[src/rtl/in_intf_frame_rx_if.sv]
// Signal bundle between the in_intf agent, the frame receive stage and the DUT core.
// IN_INTF_RX_PARITY_EN adds in_par / err_par.
interface in_intf_frame_rx_if #(
   parameter int DATA_WIDTH = 8,
   parameter int FIFO_DEPTH = 16
);
   localparam int LVL_W = $clog2(FIFO_DEPTH) + 1;

   logic                  in_valid;
   logic                  in_ready;
   logic [DATA_WIDTH-1:0] in_data;
   logic                  in_sop;
   logic                  in_eop;
   logic                  out_valid;
   logic                  out_ready;
   logic [DATA_WIDTH-1:0] out_data;
   logic                  out_sop;
   logic                  out_eop;
   logic [LVL_W-1:0]      fifo_level;
   logic                  err_sop;
   logic                  err_len;
   logic [15:0]           frame_cnt;
`ifdef IN_INTF_RX_PARITY_EN
   logic                  in_par;
   logic                  err_par;
`endif

   modport master (
      output in_valid, in_data, in_sop, in_eop, out_ready,
      input  in_ready, out_valid, out_data, out_sop, out_eop,
      input  fifo_level, err_sop, err_len, frame_cnt
`ifdef IN_INTF_RX_PARITY_EN
      , output in_par, input err_par
`endif
   );

   modport slave (
      input  in_valid, in_data, in_sop, in_eop, out_ready,
      output in_ready, out_valid, out_data, out_sop, out_eop,
      output fifo_level, err_sop, err_len, frame_cnt
`ifdef IN_INTF_RX_PARITY_EN
      , input in_par, output err_par
`endif
   );
endinterface

[src/rtl/in_intf_frame_rx.sv]
// Frame receive stage: sop/eop and length checking in front of a small FIFO.
// Optional even-parity check on in_data when IN_INTF_RX_PARITY_EN is defined.
module in_intf_frame_rx #(
   parameter int DATA_WIDTH = 8,
   parameter int FIFO_DEPTH = 16,
   parameter int MAX_LEN    = 64
) (
   input logic               clk,
   input logic               rst,
   in_intf_frame_rx_if.slave bus
);
   localparam int PTR_W   = $clog2(FIFO_DEPTH);
   localparam int LVL_W   = PTR_W + 1;
   localparam int LEN_W   = $clog2(MAX_LEN + 1);
   localparam int ENTRY_W = DATA_WIDTH + 2;

   typedef enum logic [1:0] {IDLE, FRAME, DISCARD} state_t;

   state_t             state_reg, state_next;
   logic [LEN_W-1:0]   len_reg, len_next;
   logic [PTR_W-1:0]   wr_ptr_reg, rd_ptr_reg;
   logic [LVL_W-1:0]   level_reg;
   logic               ready_en_reg;
   logic               err_sop_reg, err_sop_next;
   logic               err_len_reg, err_len_next;
   logic [15:0]        frame_cnt_reg;
   logic [ENTRY_W-1:0] mem [FIFO_DEPTH];
   logic [ENTRY_W-1:0] head;

   logic full, empty, in_ready, accept, pop, push;
   logic wr_en, wr_eop, frame_inc;

   assign full     = (level_reg == LVL_W'(FIFO_DEPTH));
   assign empty    = (level_reg == '0);
   // ready_en_reg keeps in_ready low until the first edge after reset release
   assign in_ready = ready_en_reg && ((state_reg == DISCARD) || !full);
   assign accept   = bus.in_valid && in_ready;
   assign pop      = !empty && bus.out_ready;
   assign push     = accept && wr_en;

`ifdef IN_INTF_RX_PARITY_EN
   logic par_bad, err_par_reg, err_par_next;
   assign par_bad = (^bus.in_data) != bus.in_par;
`endif

   always_comb begin
      state_next   = state_reg;
      len_next     = len_reg;
      wr_en        = 1'b0;
      wr_eop       = bus.in_eop;
      frame_inc    = 1'b0;
      err_sop_next = 1'b0;
      err_len_next = 1'b0;
`ifdef IN_INTF_RX_PARITY_EN
      err_par_next = 1'b0;
`endif
      if (accept) begin
         case (state_reg)
            IDLE: begin
               if (bus.in_sop) begin
                  wr_en    = 1'b1;
                  len_next = LEN_W'(1);
                  if (bus.in_eop) frame_inc = 1'b1;
                  else            state_next = FRAME;
               end else begin
                  err_sop_next = 1'b1;
               end
            end
            FRAME: begin
               wr_en = 1'b1;
               if (bus.in_sop) begin
                  // restart: the previous frame is abandoned unterminated
                  err_sop_next = 1'b1;
                  len_next     = LEN_W'(1);
                  if (bus.in_eop) begin
                     frame_inc  = 1'b1;
                     state_next = IDLE;
                  end
               end else begin
                  len_next = len_reg + LEN_W'(1);
                  if (bus.in_eop) begin
                     frame_inc  = 1'b1;
                     state_next = IDLE;
                  end else if (len_reg + LEN_W'(1) == LEN_W'(MAX_LEN)) begin
                     wr_eop       = 1'b1;
                     err_len_next = 1'b1;
                     frame_inc    = 1'b1;
                     state_next   = DISCARD;
                  end
               end
            end
            default: begin
               if (bus.in_eop) state_next = IDLE;
            end
         endcase
`ifdef IN_INTF_RX_PARITY_EN
         // a corrupt beat truncates the frame; the rest of it is skipped
         if (state_reg != DISCARD && par_bad) begin
            err_par_next = 1'b1;
            if (wr_en) begin
               wr_eop    = 1'b1;
               frame_inc = 1'b1;
            end
            state_next = bus.in_eop ? IDLE : DISCARD;
         end
`endif
      end
   end

   always_ff @(posedge clk or posedge rst) begin
      if (rst) begin
         state_reg     <= IDLE;
         len_reg       <= '0;
         wr_ptr_reg    <= '0;
         rd_ptr_reg    <= '0;
         level_reg     <= '0;
         ready_en_reg  <= 1'b0;
         err_sop_reg   <= 1'b0;
         err_len_reg   <= 1'b0;
         frame_cnt_reg <= '0;
`ifdef IN_INTF_RX_PARITY_EN
         err_par_reg   <= 1'b0;
`endif
      end else begin
         state_reg    <= state_next;
         len_reg      <= len_next;
         ready_en_reg <= 1'b1;
         err_sop_reg  <= err_sop_next;
         err_len_reg  <= err_len_next;
`ifdef IN_INTF_RX_PARITY_EN
         err_par_reg  <= err_par_next;
`endif
         if (frame_inc && frame_cnt_reg != 16'hFFFF) frame_cnt_reg <= frame_cnt_reg + 16'd1;
         if (push) wr_ptr_reg <= wr_ptr_reg + PTR_W'(1);
         if (pop)  rd_ptr_reg <= rd_ptr_reg + PTR_W'(1);
         if (push && !pop)      level_reg <= level_reg + LVL_W'(1);
         else if (pop && !push) level_reg <= level_reg - LVL_W'(1);
      end
   end

   always_ff @(posedge clk) begin
      if (push) mem[wr_ptr_reg] <= {bus.in_sop, wr_eop, bus.in_data};
   end

   assign head           = mem[rd_ptr_reg];
   assign bus.in_ready   = in_ready;
   assign bus.out_valid  = !empty;
   assign bus.out_data   = empty ? '0 : head[DATA_WIDTH-1:0];
   assign bus.out_eop    = !empty && head[DATA_WIDTH];
   assign bus.out_sop    = !empty && head[DATA_WIDTH+1];
   assign bus.fifo_level = level_reg;
   assign bus.err_sop    = err_sop_reg;
   assign bus.err_len    = err_len_reg;
   assign bus.frame_cnt  = frame_cnt_reg;
`ifdef IN_INTF_RX_PARITY_EN
   assign bus.err_par    = err_par_reg;
`endif
endmodule
[src/flat_wrapper.sv]
// flat-port wrapper written by rule: the top's interface ports become plain ports
module in_intf_frame_rx_flat 
#(
   parameter int DATA_WIDTH = 8,
   parameter int FIFO_DEPTH = 16,
   parameter int MAX_LEN    = 64
)
  (clk, rst, bus_in_valid, bus_in_data, bus_in_sop, bus_in_eop, bus_out_ready, bus_in_ready, bus_out_valid, bus_out_data, bus_out_sop, bus_out_eop, bus_fifo_level, bus_err_sop, bus_err_len, bus_frame_cnt);
  in_intf_frame_rx_if #(.DATA_WIDTH(DATA_WIDTH), .FIFO_DEPTH(FIFO_DEPTH)) bus_i ();
  input logic clk;
  input logic rst;
  input wire logic [$bits(bus_i.in_valid)-1:0] bus_in_valid;
  input wire logic [$bits(bus_i.in_data)-1:0] bus_in_data;
  input wire logic [$bits(bus_i.in_sop)-1:0] bus_in_sop;
  input wire logic [$bits(bus_i.in_eop)-1:0] bus_in_eop;
  input wire logic [$bits(bus_i.out_ready)-1:0] bus_out_ready;
  output wire logic [$bits(bus_i.in_ready)-1:0] bus_in_ready;
  output wire logic [$bits(bus_i.out_valid)-1:0] bus_out_valid;
  output wire logic [$bits(bus_i.out_data)-1:0] bus_out_data;
  output wire logic [$bits(bus_i.out_sop)-1:0] bus_out_sop;
  output wire logic [$bits(bus_i.out_eop)-1:0] bus_out_eop;
  output wire logic [$bits(bus_i.fifo_level)-1:0] bus_fifo_level;
  output wire logic [$bits(bus_i.err_sop)-1:0] bus_err_sop;
  output wire logic [$bits(bus_i.err_len)-1:0] bus_err_len;
  output wire logic [$bits(bus_i.frame_cnt)-1:0] bus_frame_cnt;
  assign bus_i.in_valid = bus_in_valid;
  assign bus_i.in_data = bus_in_data;
  assign bus_i.in_sop = bus_in_sop;
  assign bus_i.in_eop = bus_in_eop;
  assign bus_i.out_ready = bus_out_ready;
  assign bus_in_ready = bus_i.in_ready;
  assign bus_out_valid = bus_i.out_valid;
  assign bus_out_data = bus_i.out_data;
  assign bus_out_sop = bus_i.out_sop;
  assign bus_out_eop = bus_i.out_eop;
  assign bus_fifo_level = bus_i.fifo_level;
  assign bus_err_sop = bus_i.err_sop;
  assign bus_err_len = bus_i.err_len;
  assign bus_frame_cnt = bus_i.frame_cnt;
  in_intf_frame_rx #(.DATA_WIDTH(DATA_WIDTH), .FIFO_DEPTH(FIFO_DEPTH), .MAX_LEN(MAX_LEN)) u_core (.clk(clk), .rst(rst), .bus(bus_i));
endmodule
[config.mk]
export PLATFORM = sky130hd
export DESIGN_NAME = in_intf_frame_rx_flat
export DESIGN_NICKNAME = d
export VERILOG_FILES = /design/src/rtl/in_intf_frame_rx_if.sv /design/src/rtl/in_intf_frame_rx.sv /design/src/flat_wrapper.sv
export SDC_FILE = /design/constraint.sdc
export NUM_CORES = 1
export LEC_CHECK = 0
export CORE_MARGIN = 2
export CORE_UTILIZATION = 53
export DETAILED_ROUTE_END_ITERATION = 10
export DONT_BUFFER_PORTS = 1
export HOLD_SLACK_MARGIN = 0.03
export PLACE_DENSITY = 0.78
export SETUP_SLACK_MARGIN = 0.05
export SYNTH_ARGS = -nofsm -noshare
export SYNTH_HDL_FRONTEND = slang
export SYNTH_SLANG_ARGS = --single-unit
[constraint.sdc]
create_clock -name clk -period 6.8 [get_ports clk]
set_input_delay 1.7 -clock clk [delete_from_list [all_inputs] [get_ports clk]]
set_output_delay 1.7 -clock clk [all_outputs]
set_load 0.03 [all_outputs]
==> results.md <==
- Finish-stage setup viols: 0
- Vias per inst: around 6.0
- Biggest area consumer among synthesized cells: edfxtp_1
- CP most frequent cell: mux4_2
- Area of the multi-input gates: ~2400 sq um
- Rows: 45
- Worst EP required: 5.10 ns
- Post-synthesis cell area: approximately 8300 sq um
- Post-CTS Setup Inserts: 0
- Chip width: approximately 130 um
- CTS Buf Count: 20
- Share of layout cells above drive strength 1: 0.2084
- Die height: ~130 um
- GRT Residual Overflow: 0
- Max-capacitance violation count: 0
- Reg2Reg Launch Point: u_core.bus.fifo_level[0]
- Bufs on Longest Clock Path: 3
- First-pass GRT wire length: roughly 26 mm
- Initial DRC Count: 353
- Synthesized Nets: 496
- Drt drc: 0
- Post-synth top area share: 0.5755
- Worst setup margin: approximately 1.8 ns
- Crit path max fanout: 31
- Vias in the first global route: 4585
- Post-synth EDFFs: 160
- Placed inst area: 8658 sq um
- Startpoint class of the critical path: flip-flop
- Power Density: 398.7 nW/um^2
- Pleak: approximately 3.3 nW
- Max FFs per register: 160
- Worst vdd ir: 0.2652 mV
- Synth top area cells: edfxtp_1 58%, mux4_2 13%, dfrtp_1 12%, xnor2_1 1.7%, ha_1 1.6%
- Final Critical Period: 4.998 ns
- Gate Count Post-Synth: 470
- Worst-Margin Slew: roughly 1.3 ns
- IO Count: 49
- Pwr Total: 3.734 mW
- FILL cells: between 1000 and 1500
- Non-Filler Instances: 710
- Buf/Inv on CP: 1
- TritonCTS clock tree: done
- Crit-path leading delay family: flip-flops
- Skew-Pair Late Insertion Delay: a little under 0.5 ns
- Avg Inst Size Synth: 17.76 sq um
- Status: complete, no violations
- Total number of vias: 4247
- Hold Buf Count CTS: 0
- Nets@finish: about 510
- Critical path class: flip-flop to output pin
- Launch point of the worst path: u_core.rd_ptr_reg[0]
- # port buffers: 0
- Reg area: 5832 sq um
- Fin Setup TNS: 0 ns
- Slowest library cell on the worst path: dfrtp_2
- Worst Setup End Kind: output pin
- Fin area: 9364 sq um
- Yosys cell types: 42
- Largest net degree at the start of global routing: 42
- Max incr delay on CP: 1.05 ns
- Initial core utilization: 0.5452
- #FFs+latches synth: 201
- Slew headroom: 0.1453
- Slew Viols, Final: 0
- Clk sinks: 201
- N_diodes: 0
- Final HPWL DP: 10.11 mm
- H-tree depth: 1
- Main synth FF type: edfxtp_1
- Core Box Area: 15310 sq um
- Post-synth top cells: 160 x edfxtp_1, 50 x mux4_2, 41 x dfrtp_1, 31 x nand2_1
- Iteration count of the initial detailed-routing pass: 5
- Fmax: 0.2001 GHz
- Area delta synth->final: 12.15%
- Routed len/inst: 23.69 um
- Routability Congestion: 0.8034
- Worst Hold Class: flip-flop to flip-flop
- Initial antenna violation count: 0
- Cells after DPL: 674
- CTS resizes: 0
- Yosys Warn Count: 0
- Arrival @ worst endpoint: 3.30 ns
- Post-route ant nets: 0
- Seq/Total Area, Yosys: 0.6983
- Most frequent cell after synthesis: edfxtp_1
- Final wirelength: 16.82 mm
- Final core utilization: 0.6114
- Place WS: 2.239 ns
- Ratio of final minimum period to clock period: 0.7350
- Die area: 16770 sq um
- RSZ-0062 raised after global routing: no
- Worst hold margin: 0.5250 ns
- Async SR Flop Fraction: 0.2040
- Crit-path cells: buf_4 > mux4_2 > mux4_2 > and2_1
- Clk_skew: ~0.022 ns
- Hold path startpoint: u_core.len_reg[6]
- Global Route Usage Sum: 0.2140
- Clock transition at path regs: ~0.06 ns
- Final Hold Fails: 0
- Root buffer cell: clkbuf_16
layout by cell type, fill, tap and decap left out, types with 2 or more instances in the layout:
master / synthesis / layout
inv_1: 16 / 15
xnor2_1: 16 / 16
clkbuf_1: 13 / 5
nand2b_1: 2 / 2
clkinv_1: 1 / 2
nand4_1: 8 / 8
dfrtp_1: 41 / 40
bufinv_16: 0 / 3
clkbuf_16: 0 / 21
nor3b_1: 2 / 2
clkinv_4: 0 / 2
clkbuf_8: 0 / 3
nand3_1: 7 / 7
xor2_1: 13 / 13
a21o_1: 2 / 2
and3_1: 7 / 7
nor3_2: 2 / 2
nor2_1: 12 / 12
buf_4: 0 / 11
nor4_4: 2 / 3
mux4_2: 50 / 50
and2_1: 15 / 15
nor3_1: 10 / 10
a21oi_1: 5 / 5
nor4_2: 1 / 4
edfxtp_1: 160 / 160
o21ai_0: 16 / 16
nand2_1: 31 / 31
ha_1: 11 / 11
o211a_1: 2 / 2
a31oi_1: 2 / 2
per-layer routing:
metal | part of all wire | global-route usage | up-vias
li1 | - | - | 1865
met1 | 0.41 | 0.2931 | 2191
met2 | 0.50 | 0.3517 | 160
met3 | 0.063 | 0.03964 | 31
met4 | 0.026 | 0.07337 | 0
met5 | 0 | 0 | -
report_power, final:
group          internal, mW  total, mW  switching [mW]
Combinational         0.440      0.903           0.462
Clock                 0.715       1.16           0.447
Sequential             1.42       1.67           0.253
Total                  2.57       3.73            1.16
area by class of cell:
class,instances,share of cell area
clock buffers,29,0.06253
clock inverters,7,0.01283
inverters,17,0.006815
multi-input cells,234,0.2580
flip-flops and latches,201,0.6228
well taps,211,0.02819
repair buffers,11,0.008819
cell families (layout without fill, tap and decap cells):
logic type      count (synthesis)  after routing  share of synthesized area
buf+inv                        35             64                    0.01633
compound gates                 35             35                    0.02982
flops                         201            201                     0.6983
xor+xnor                       29             29                    0.03042
fa+ha+maj                      12             12                    0.01888
mux                            51             51                     0.1361
simple gates                  106            106                    0.06968
other cells                     1              1                  0.0004491
final timing paths:
check,end,slack (ns),cells past startpoint
max in group asynchronous,u_core.rd_ptr_reg[0],5.19,2
min reg2reg,u_core.len_reg[6],0.53,1
min in group asynchronous,u_core.bus.frame_cnt[12],1.21,2
max,bus_out_data[5],1.80,4
max reg2reg,u_core.bus.fifo_level[4],3.00,11
min,u_core.len_reg[6],0.53,1
Note: power is estimated with default switching activity, not from simulation.
